===== config.mk =====
export PLATFORM = sky130hd
export DESIGN_NAME = sequential_divider
export DESIGN_NICKNAME = d
export VERILOG_FILES = /design/src/rtl/seq_arith_defs_pkg.sv /design/src/rtl/sequential_divider_div_step.sv /design/src/rtl/sequential_divider.sv
export SDC_FILE = /design/constraint.sdc
export NUM_CORES = 1
export LEC_CHECK = 0
export CORE_MARGIN = 10
export CORE_UTILIZATION = 50
export CTS_BUF_LIST = sky130_fd_sc_hd__clkbuf_8
export CTS_CLUSTER_SIZE = 16
export DETAILED_ROUTE_END_ITERATION = 10
export GPL_TIMING_DRIVEN = 0
export HOLD_SLACK_MARGIN = 0.15
export PLACE_DENSITY_LB_ADDON = 0.12
export SLEW_MARGIN = 20
export SYNTH_ARGS = -nofsm -noshare
export SYNTH_HDL_FRONTEND = slang
export SYNTH_SLANG_ARGS = --single-unit

===== constraint.sdc =====
create_clock -name clk -period 8.5 [get_ports clk]
set_clock_uncertainty 0.2 [all_clocks]
set_input_delay 1.275 -clock clk [delete_from_list [all_inputs] [get_ports clk]]
set_output_delay 1.275 -clock clk [all_outputs]
set_load 0.05 [all_outputs]

===== src/rtl/seq_arith_defs_pkg.sv =====
// seq_arith_defs: definitions shared by the sequential arithmetic blocks
// (sequential_divider and sequential_multiplier).
//
// Contents:
//   seq_state_e        - two-state controller encoding (ST_IDLE / ST_BUSY)
//   SEQ_DEFAULT_WORD   - default operand width used by the arithmetic blocks
//   seq_cnt_width()    - width of a step counter that indexes 0..word-1
package seq_arith_defs;

  // Both the multiplier and the divider controllers use this encoding, so
  // status decode in the surrounding datapath is common to the two blocks.
  typedef enum logic {
    ST_IDLE = 1'b0,
    ST_BUSY = 1'b1
  } seq_state_e;

  localparam int SEQ_DEFAULT_WORD = 8;

  // Step counter counts 0..word-1; a word length of 2 still needs one bit.
  function automatic int seq_cnt_width(input int word);
    return (word > 2) ? $clog2(word) : 1;
  endfunction

endpackage


===== src/rtl/sequential_divider_div_step.sv =====
// div_step: one combinational restoring-division step.
//
// Shifts the next dividend bit into the partial remainder, trial-subtracts
// the divisor, and keeps the difference only when it is non-negative.
//
// Ports:
//   r_w     in   WORD_LENGTH+1  current partial remainder
//   q_msb   in   1              dividend/quotient bit shifted in this step
//   d_w     in   WORD_LENGTH    divisor
//   r_next  out  WORD_LENGTH+1  partial remainder after the step
//   q_bit   out  1              quotient bit produced by the step
module div_step
  import seq_arith_defs::*;
#(
  parameter int WORD_LENGTH = SEQ_DEFAULT_WORD
) (
  input  logic [WORD_LENGTH:0]   r_w,
  input  logic                   q_msb,
  input  logic [WORD_LENGTH-1:0] d_w,
  output logic [WORD_LENGTH:0]   r_next,
  output logic                   q_bit
);

  logic [WORD_LENGTH:0]   shifted;
  logic [WORD_LENGTH+1:0] diff;

  // The partial remainder never exceeds WORD_LENGTH bits, so r_w's top bit
  // is always 0 and {r_w, q_msb} equals the shifted value zero-extended by
  // one bit. That extra bit makes diff's MSB a clean borrow/sign flag.
  always_comb begin
    shifted = {r_w[WORD_LENGTH-1:0], q_msb};
    diff    = {r_w, q_msb} - {2'b00, d_w};
    q_bit   = ~diff[WORD_LENGTH+1];
    r_next  = q_bit ? diff[WORD_LENGTH:0] : shifted;
  end

endmodule


===== src/rtl/sequential_divider.sv =====
// sequential_divider: unsigned iterative restoring divider, one quotient
// bit per clock, start/ready handshake shared with sequential_multiplier.
//
// Ports:
//   clk          in   1            rising-edge clock
//   reset        in   1            synchronous, active-high reset
//   start        in   1            launch request, acted on at its rising edge
//   Dividend     in   WORD_LENGTH  numerator, sampled on accept
//   Divisor      in   WORD_LENGTH  denominator, sampled on accept
//   ready        out  1            1 = idle, Quotient/Remainder valid
//   Quotient     out  WORD_LENGTH  floor(Dividend/Divisor)
//   Remainder    out  WORD_LENGTH  Dividend mod Divisor
//   div_by_zero  out  1            only when SEQ_DIV_ZERO_DETECT_EN is defined
//
// Build option SEQ_DIV_ZERO_DETECT_EN: a zero divisor completes one cycle
// after accept with Quotient=all ones, Remainder=Dividend, div_by_zero=1.
// Without it a zero divisor runs the full sequence, which yields the same
// Quotient/Remainder naturally.
//
// state    | meaning
// ST_IDLE  | waiting for a start rising edge; outputs hold the last result
// ST_BUSY  | one restoring step per cycle until the last bit (or zero-divisor
//          | completion when detection is built in)
module sequential_divider
  import seq_arith_defs::*;
#(
  parameter int WORD_LENGTH = SEQ_DEFAULT_WORD
) (
  input  logic                   clk,
  input  logic                   reset,
  input  logic                   start,
  input  logic [WORD_LENGTH-1:0] Dividend,
  input  logic [WORD_LENGTH-1:0] Divisor,
  output logic                   ready,
  output logic [WORD_LENGTH-1:0] Quotient,
  output logic [WORD_LENGTH-1:0] Remainder
`ifdef SEQ_DIV_ZERO_DETECT_EN
  ,
  output logic                   div_by_zero
`endif
);

  localparam int CNT_W = seq_cnt_width(WORD_LENGTH);
  localparam logic [CNT_W-1:0] LAST_STEP = CNT_W'(WORD_LENGTH - 1);

  seq_state_e             state;
  logic                   start_q;
  logic [CNT_W-1:0]       count;
  logic [WORD_LENGTH-1:0] q_w;
  logic [WORD_LENGTH-1:0] d_w;
  logic [WORD_LENGTH:0]   r_w;
  logic [WORD_LENGTH:0]   r_next;
  logic                   q_bit;
  logic                   accept;
`ifdef SEQ_DIV_ZERO_DETECT_EN
  logic                   zero_pend;
`endif

  // Edge detect: a held start never retriggers, and edges seen while busy
  // are simply lost rather than queued.
  assign accept = (state == ST_IDLE) & start & ~start_q;

  div_step #(
    .WORD_LENGTH(WORD_LENGTH)
  ) u_div_step (
    .r_w   (r_w),
    .q_msb (q_w[WORD_LENGTH-1]),
    .d_w   (d_w),
    .r_next(r_next),
    .q_bit (q_bit)
  );

  always_ff @(posedge clk) begin
    if (reset) begin
      state     <= ST_IDLE;
      ready     <= 1'b1;
      Quotient  <= '0;
      Remainder <= '0;
      start_q   <= 1'b0;
      count     <= '0;
      q_w       <= '0;
      d_w       <= '0;
      r_w       <= '0;
`ifdef SEQ_DIV_ZERO_DETECT_EN
      zero_pend   <= 1'b0;
      div_by_zero <= 1'b0;
`endif
    end else begin
      start_q <= start;
      case (state)
        ST_IDLE: begin
          if (accept) begin
            q_w   <= Dividend;
            d_w   <= Divisor;
            r_w   <= '0;
            count <= '0;
            ready <= 1'b0;
            state <= ST_BUSY;
`ifdef SEQ_DIV_ZERO_DETECT_EN
            div_by_zero <= 1'b0;
            zero_pend   <= (Divisor == '0);
`endif
          end
        end

        ST_BUSY: begin
`ifdef SEQ_DIV_ZERO_DETECT_EN
          if (zero_pend) begin
            // q_w still holds the untouched dividend here.
            Quotient    <= '1;
            Remainder   <= q_w;
            div_by_zero <= 1'b1;
            zero_pend   <= 1'b0;
            ready       <= 1'b1;
            state       <= ST_IDLE;
          end else
`endif
          begin
            r_w   <= r_next;
            q_w   <= {q_w[WORD_LENGTH-2:0], q_bit};
            count <= count + 1'b1;
            // The last step's results go straight to the outputs so ready
            // rises exactly WORD_LENGTH edges after accept.
            if (count == LAST_STEP) begin
              Quotient  <= {q_w[WORD_LENGTH-2:0], q_bit};
              Remainder <= r_next[WORD_LENGTH-1:0];
              ready     <= 1'b1;
              state     <= ST_IDLE;
            end
          end
        end

        default: state <= ST_IDLE;
      endcase
    end
  end

endmodule

# Yosys cells after proc, flatten, opt, wreduce, memory -nomap -nowiden
# Cells that the tools add are included.
[totals]
ff_bits = 47
in_bits = 19
out_inout_bits = 17
wordCells = 35
[op_classes]
addsub = 2
eq_ne = 3
muxes = 13
bitwise_logic = 5
reduce_logical = 3
[op_table]
columns = ["op", "count"]
rows = [
  ["$mux 9", 2],
  ["$pmux 9 s2", 1],
  ["$pmux 8 s2", 1],
  ["$sub 10x8->10", 1],
  ["$mux 8", 1],
  ["$pmux 3 s2", 1],
  ["$reduce_and 2->1", 3],
  ["$mux 1", 4],
  ["$pmux 1 s2", 2],
  ["$add 3x1->3 const B", 1],
  ["$eq 3x3->1 const B", 1],
  ["$mux 3", 1],
  ["$not 1->1", 3],
  ["$and 1x1->1", 2],
  ["$ne 2x1->1 const B", 1],
  ["$ne 2x2->1 const B", 1],
]

# Depth between registers and ports, before layout
[logic_depth]
ltp_word = 5
ltp_mapped = 10
mapped_depth_nobuf = 10

# Hierarchy
# From an unflattened synthesis, not the netlist that was laid out.
[hier_totals]
hier_cells = 291
area_unflattened_um2 = 2398.6
[modules_own_cells]
columns = ["mod", "n_inst", "cells_per_inst", "area_each_um2", "seq_area_each_um2"]
rows = [
  ["sequential_divider", 1, 219, 1833.0, 940.9],
  ["div_step", 1, 72, 565.5, 0.0],
]

# Least setup slack after synthesis
# Ideal clock, no wire load.
[synth_timing]
kind = "reg2reg"
startpoint = "register d_w[4]"
endpoint = "register Remainder[6]"
setup_time_ps = 122
t_arrival_ps = 2454
t_required_ps = 8178
path_slack_ps = 5725
path_stages_with_launch = 11
n_path_buf = 2
synth_period_minus_slack_ps = 2775
cell_sequence = "dfxtp_1 > inv_1 > ha_1 > a21oi_2 > nor2_1 > or4_1 > or3_1 > buf_2 > and2_4 > buf_6 > a221o_1"
[synth_via]
elab_chain_cells = 2
[synth_rtl]
columns = ["element", "line_no", "source"]
rows = [
  ["from (decl)", "sequential_divider.sv:50", "logic [WORD_LENGTH-1:0] d_w;"],
  ["from (signal assigned)", "sequential_divider.sv:94", "d_w <= Divisor;"],
  ["$sub 10x8->10", "sequential_divider_div_step.sv:32", "diff = {r_w, q_msb} - {2'b00, d_w};"],
  ["$mux 9", "sequential_divider_div_step.sv:34", "r_next = q_bit ? diff[WORD_LENGTH:0] : shifted;"],
  ["to (signal assigned)", "sequential_divider.sv:126", "Remainder <= r_next[WORD_LENGTH-1:0];"],
  ["to (decl)", "sequential_divider.sv:36", "output logic [WORD_LENGTH-1:0] Remainder"],
]
# No other way between the ends.
# A chain may end at the register's enable or synchronous reset.

==> results.toml <==
[run]
cap_violations = 0

[power_and_ir_drop]
finalPower_uw = 645
power.leakage_nw = 1.06
max_rail_drop_vdd_uv = 111
power_density_nw_per_um2 = 225

[timing]
holdWs_ns = 0.256
hold_viol_final = 0
finalSetupViolCount = 0
period_needed_ns = 3.29
maxSlewHeadroom_pct = 45.8
fmaxAchievable_mhz = 304
unrepaired_setup_endpoints_after_global_routing = "false"
final.setup.worst_slack_ns = 5.21
setup_total_negative_slack_ns = 0
worst_slew_pin_slew_ns = 0.806
timing.final.max_slew_violations = 0
final.period_utilization_pct = 38.7

[synth]
syn_area_sq_um = 2370
asyncSetResetFlopFracSynth_pct = 0
ys_seq_area_share_pct = 39.7
synth-edff-count = 0
synthesis.instances = 300
ys_top_cells_by_area = "dfxtp_1 40%, nand2_1 10%, a21oi_1 6.8%"
register_bit_count_reported_by_yosys = 47
synth_top_area_share_pct = 39.7
yosys_most_used_dff = "dfxtp_1"
synthDominantAreaCellType = "dfxtp_1"
number_of_library_cell_types_mapped_by_synthesis = 47
post_synth.cell_area_avg_sq_um = 7.90
postSynthNetCount = 330
synth_warnings = 0

[cts]
cts_hold_buf = 0
clkSlewWorstSetupHoldPaths_ns = 0.09
clock_tree_sinks = 47
cts-resized-gates = 0
clockBufferDepth = 2
clock_insertion_delay_at_the_later_pin_of_the_skew_report_ns = 0.31
cts_inserted_buffers = 5
cts-htree-levels = 2
ctsRootBufferMaster = "clkbuf_8"
post-cts-setup-buffer-count = 0
tritoncts_clock_tree = "built"

[setup_path]
critPathKind = "primary input to flop"
cp_data_required_time_ns = 8.50
timing.critical_path.from_type = "primary input"
crit_path_end_kind = "flop"
regToRegSetupSlack_ns = 5.47
timing.reg2reg.worst_path_depth = 9
crit_fanout = 10
reg_to_reg_end = "Remainder[6]"
worst_endpoint_data_arrival_time_ns = 3.29
r2r-start = "r_w[3]"

[die]
placement_rows = 24
starting_density_of_the_core_pct = 52.9
io_pins = 36
dieArea_sq_um = 7890
die_height_um = 88.8
die_width_um = 88.8
core_region_area_sq_um = 4470

[routing]
detail_route.iter0.violations = 168
drt-total-wl_mm = 5.91
wl_per_cell_um = 15.0
drc_errors = 0
via_per_inst = 5.69
detail_route.first_pass.iterations = 4
routed-via-count = 2240
antenna_violating_nets_post_route = 0

[final_layout]
final_design_area_no_fill_sq_um = 2870
syn2layout_area_growth_pct = 21.0
post_route_cells_drive_above_1_share_pct = 3.80
insertedDiodeCount = 0
nNetsFinal = 372

[hold_path]
whs_endpoint = "d_w[7]"
hold_class = "flop to flop"
hold_depth = 2
worstHoldStart = "d_w[7]"

[placed_design]
routabilityCongestion = 0.887
port-buffer-count = 35
place.detailed.hpwl_mm = 4.43
dp_worst_setup_slack_ns = 4.85
detailed_place.area_sq_um = 2780

[grt]
grt_max_degree = 15
grt_overflow = 0
grt_pass1_wl_mm = 9.87
grt_antenna_before_repair = 0
global_route.usage.total_pct = 15.5
grt_pass1_vias = 2108

[status]
status = "finished clean"
## cells in the mapped netlist (all sizes together) (2+ instances only)
master  instances
inv             9
a21oi          33
nand2          63
a211oi          4
o21ai           5
nor2           25
dfxtp          47
nor3            4
a22o            7
a32o            2
a31oi           2
o21bai          2
clkbuf         11
nand2b          4
and2            3
o21a            3
a221o           2
nand4           6
ha             10
buf             7
nor2b           7
nand3           8
xor2            2
xnor2           3
o211ai          9
a21o            6
## how the worst max path moves through the flow
stage | start | end | slack (ns) | cells after the start
6_report | reset | Remainder[0] | 5.21 | 6
2_1_floorplan | d_w[4] | Remainder[6] | 5.72 | 10
5_1_grt | reset | Remainder[0] | 5.01 | 6
4_1_cts | reset | Remainder[0] | 5.16 | 6
3_5_place_dp | reset | Remainder[0] | 4.85 | 6
3_3_place_gp | reset | Remainder[0] | 4.90 | 6
## per-layer routing
layer  GRT usage [%]  vias up  wire [um]
li1                -     1130          -
met1            21.6     1015       2890
met2            22.7       83       2480
met3            3.22       12        450
met4            5.58        0         99
met5               0        -          0
## cells in the final DEF (no fill, tap or decap), types with 7 or more instances in the layout
master,instances
nand2_1,63
dfxtp_1,47
clkdlybuf4s50_1,35
a21oi_1,32
nor2_1,25
clkbuf_1,11
ha_1,10
inv_1,9
o211ai_1,9
nand3_1,8
nor2b_1,7
a22o_1,7
## worst max-delay path, cell delays in order
cell             delay, ns
clkdlybuf4s50_1       0.42
clkbuf_1              0.22
a21oi_1               0.66
clkbuf_1              0.47
nand2_1               0.12
o311ai_0              0.12
## sequential cells by signal (all words and copies together), names as in the netlist
signal     count
r_w            9
Quotient       8
Remainder      8
d_w            8
q_w            8
count          3
ready          1
start_q        1
state          1
## report_power, final
part	internal, mW	leakage [nW]	switching [mW]
Sequential	0.234	0.382	0.0137
Clock	0.0564	0.0440	0.0776
Combinational	0.107	0.633	0.156
Total	0.398	1.06	0.247
## metrics by stage
stage,std cells,util (%)
final,394,64.1
after global routing,394,64.1
after CTS,394,64.1
after detailed placement,387,62.2
after global placement,387,62.2
after floorplan,300,-
## layout make-up
| class | count | area [sq um] |
|---|---|---|
| Clock buffer | 5 | 68.8 |
| Clock inverter | 2 | 13.8 |
| Fill cell | 412 | 1610 |
| Buffer | 18 | 76.3 |
| Sequential cell | 47 | 941 |
| Multi-Input combinational cell | 226 | 1320 |
| Timing Repair Buffer | 35 | 350 |
| Inverter | 9 | 33.8 |
| Tap cell | 52 | 65.1 |
## kinds of logic after synthesis
logic type | synth area share [%]
multiplexers | 0.898
adder cells (fa/ha/maj) | 6.13
buffers and inverters | 4.65
XOR/XNOR | 1.85
AND/OR/NAND/NOR | 24.7
AO/OA/AOI/OAI | 22.0
flip-flops | 39.7
(Power assumes the default switching activity.)
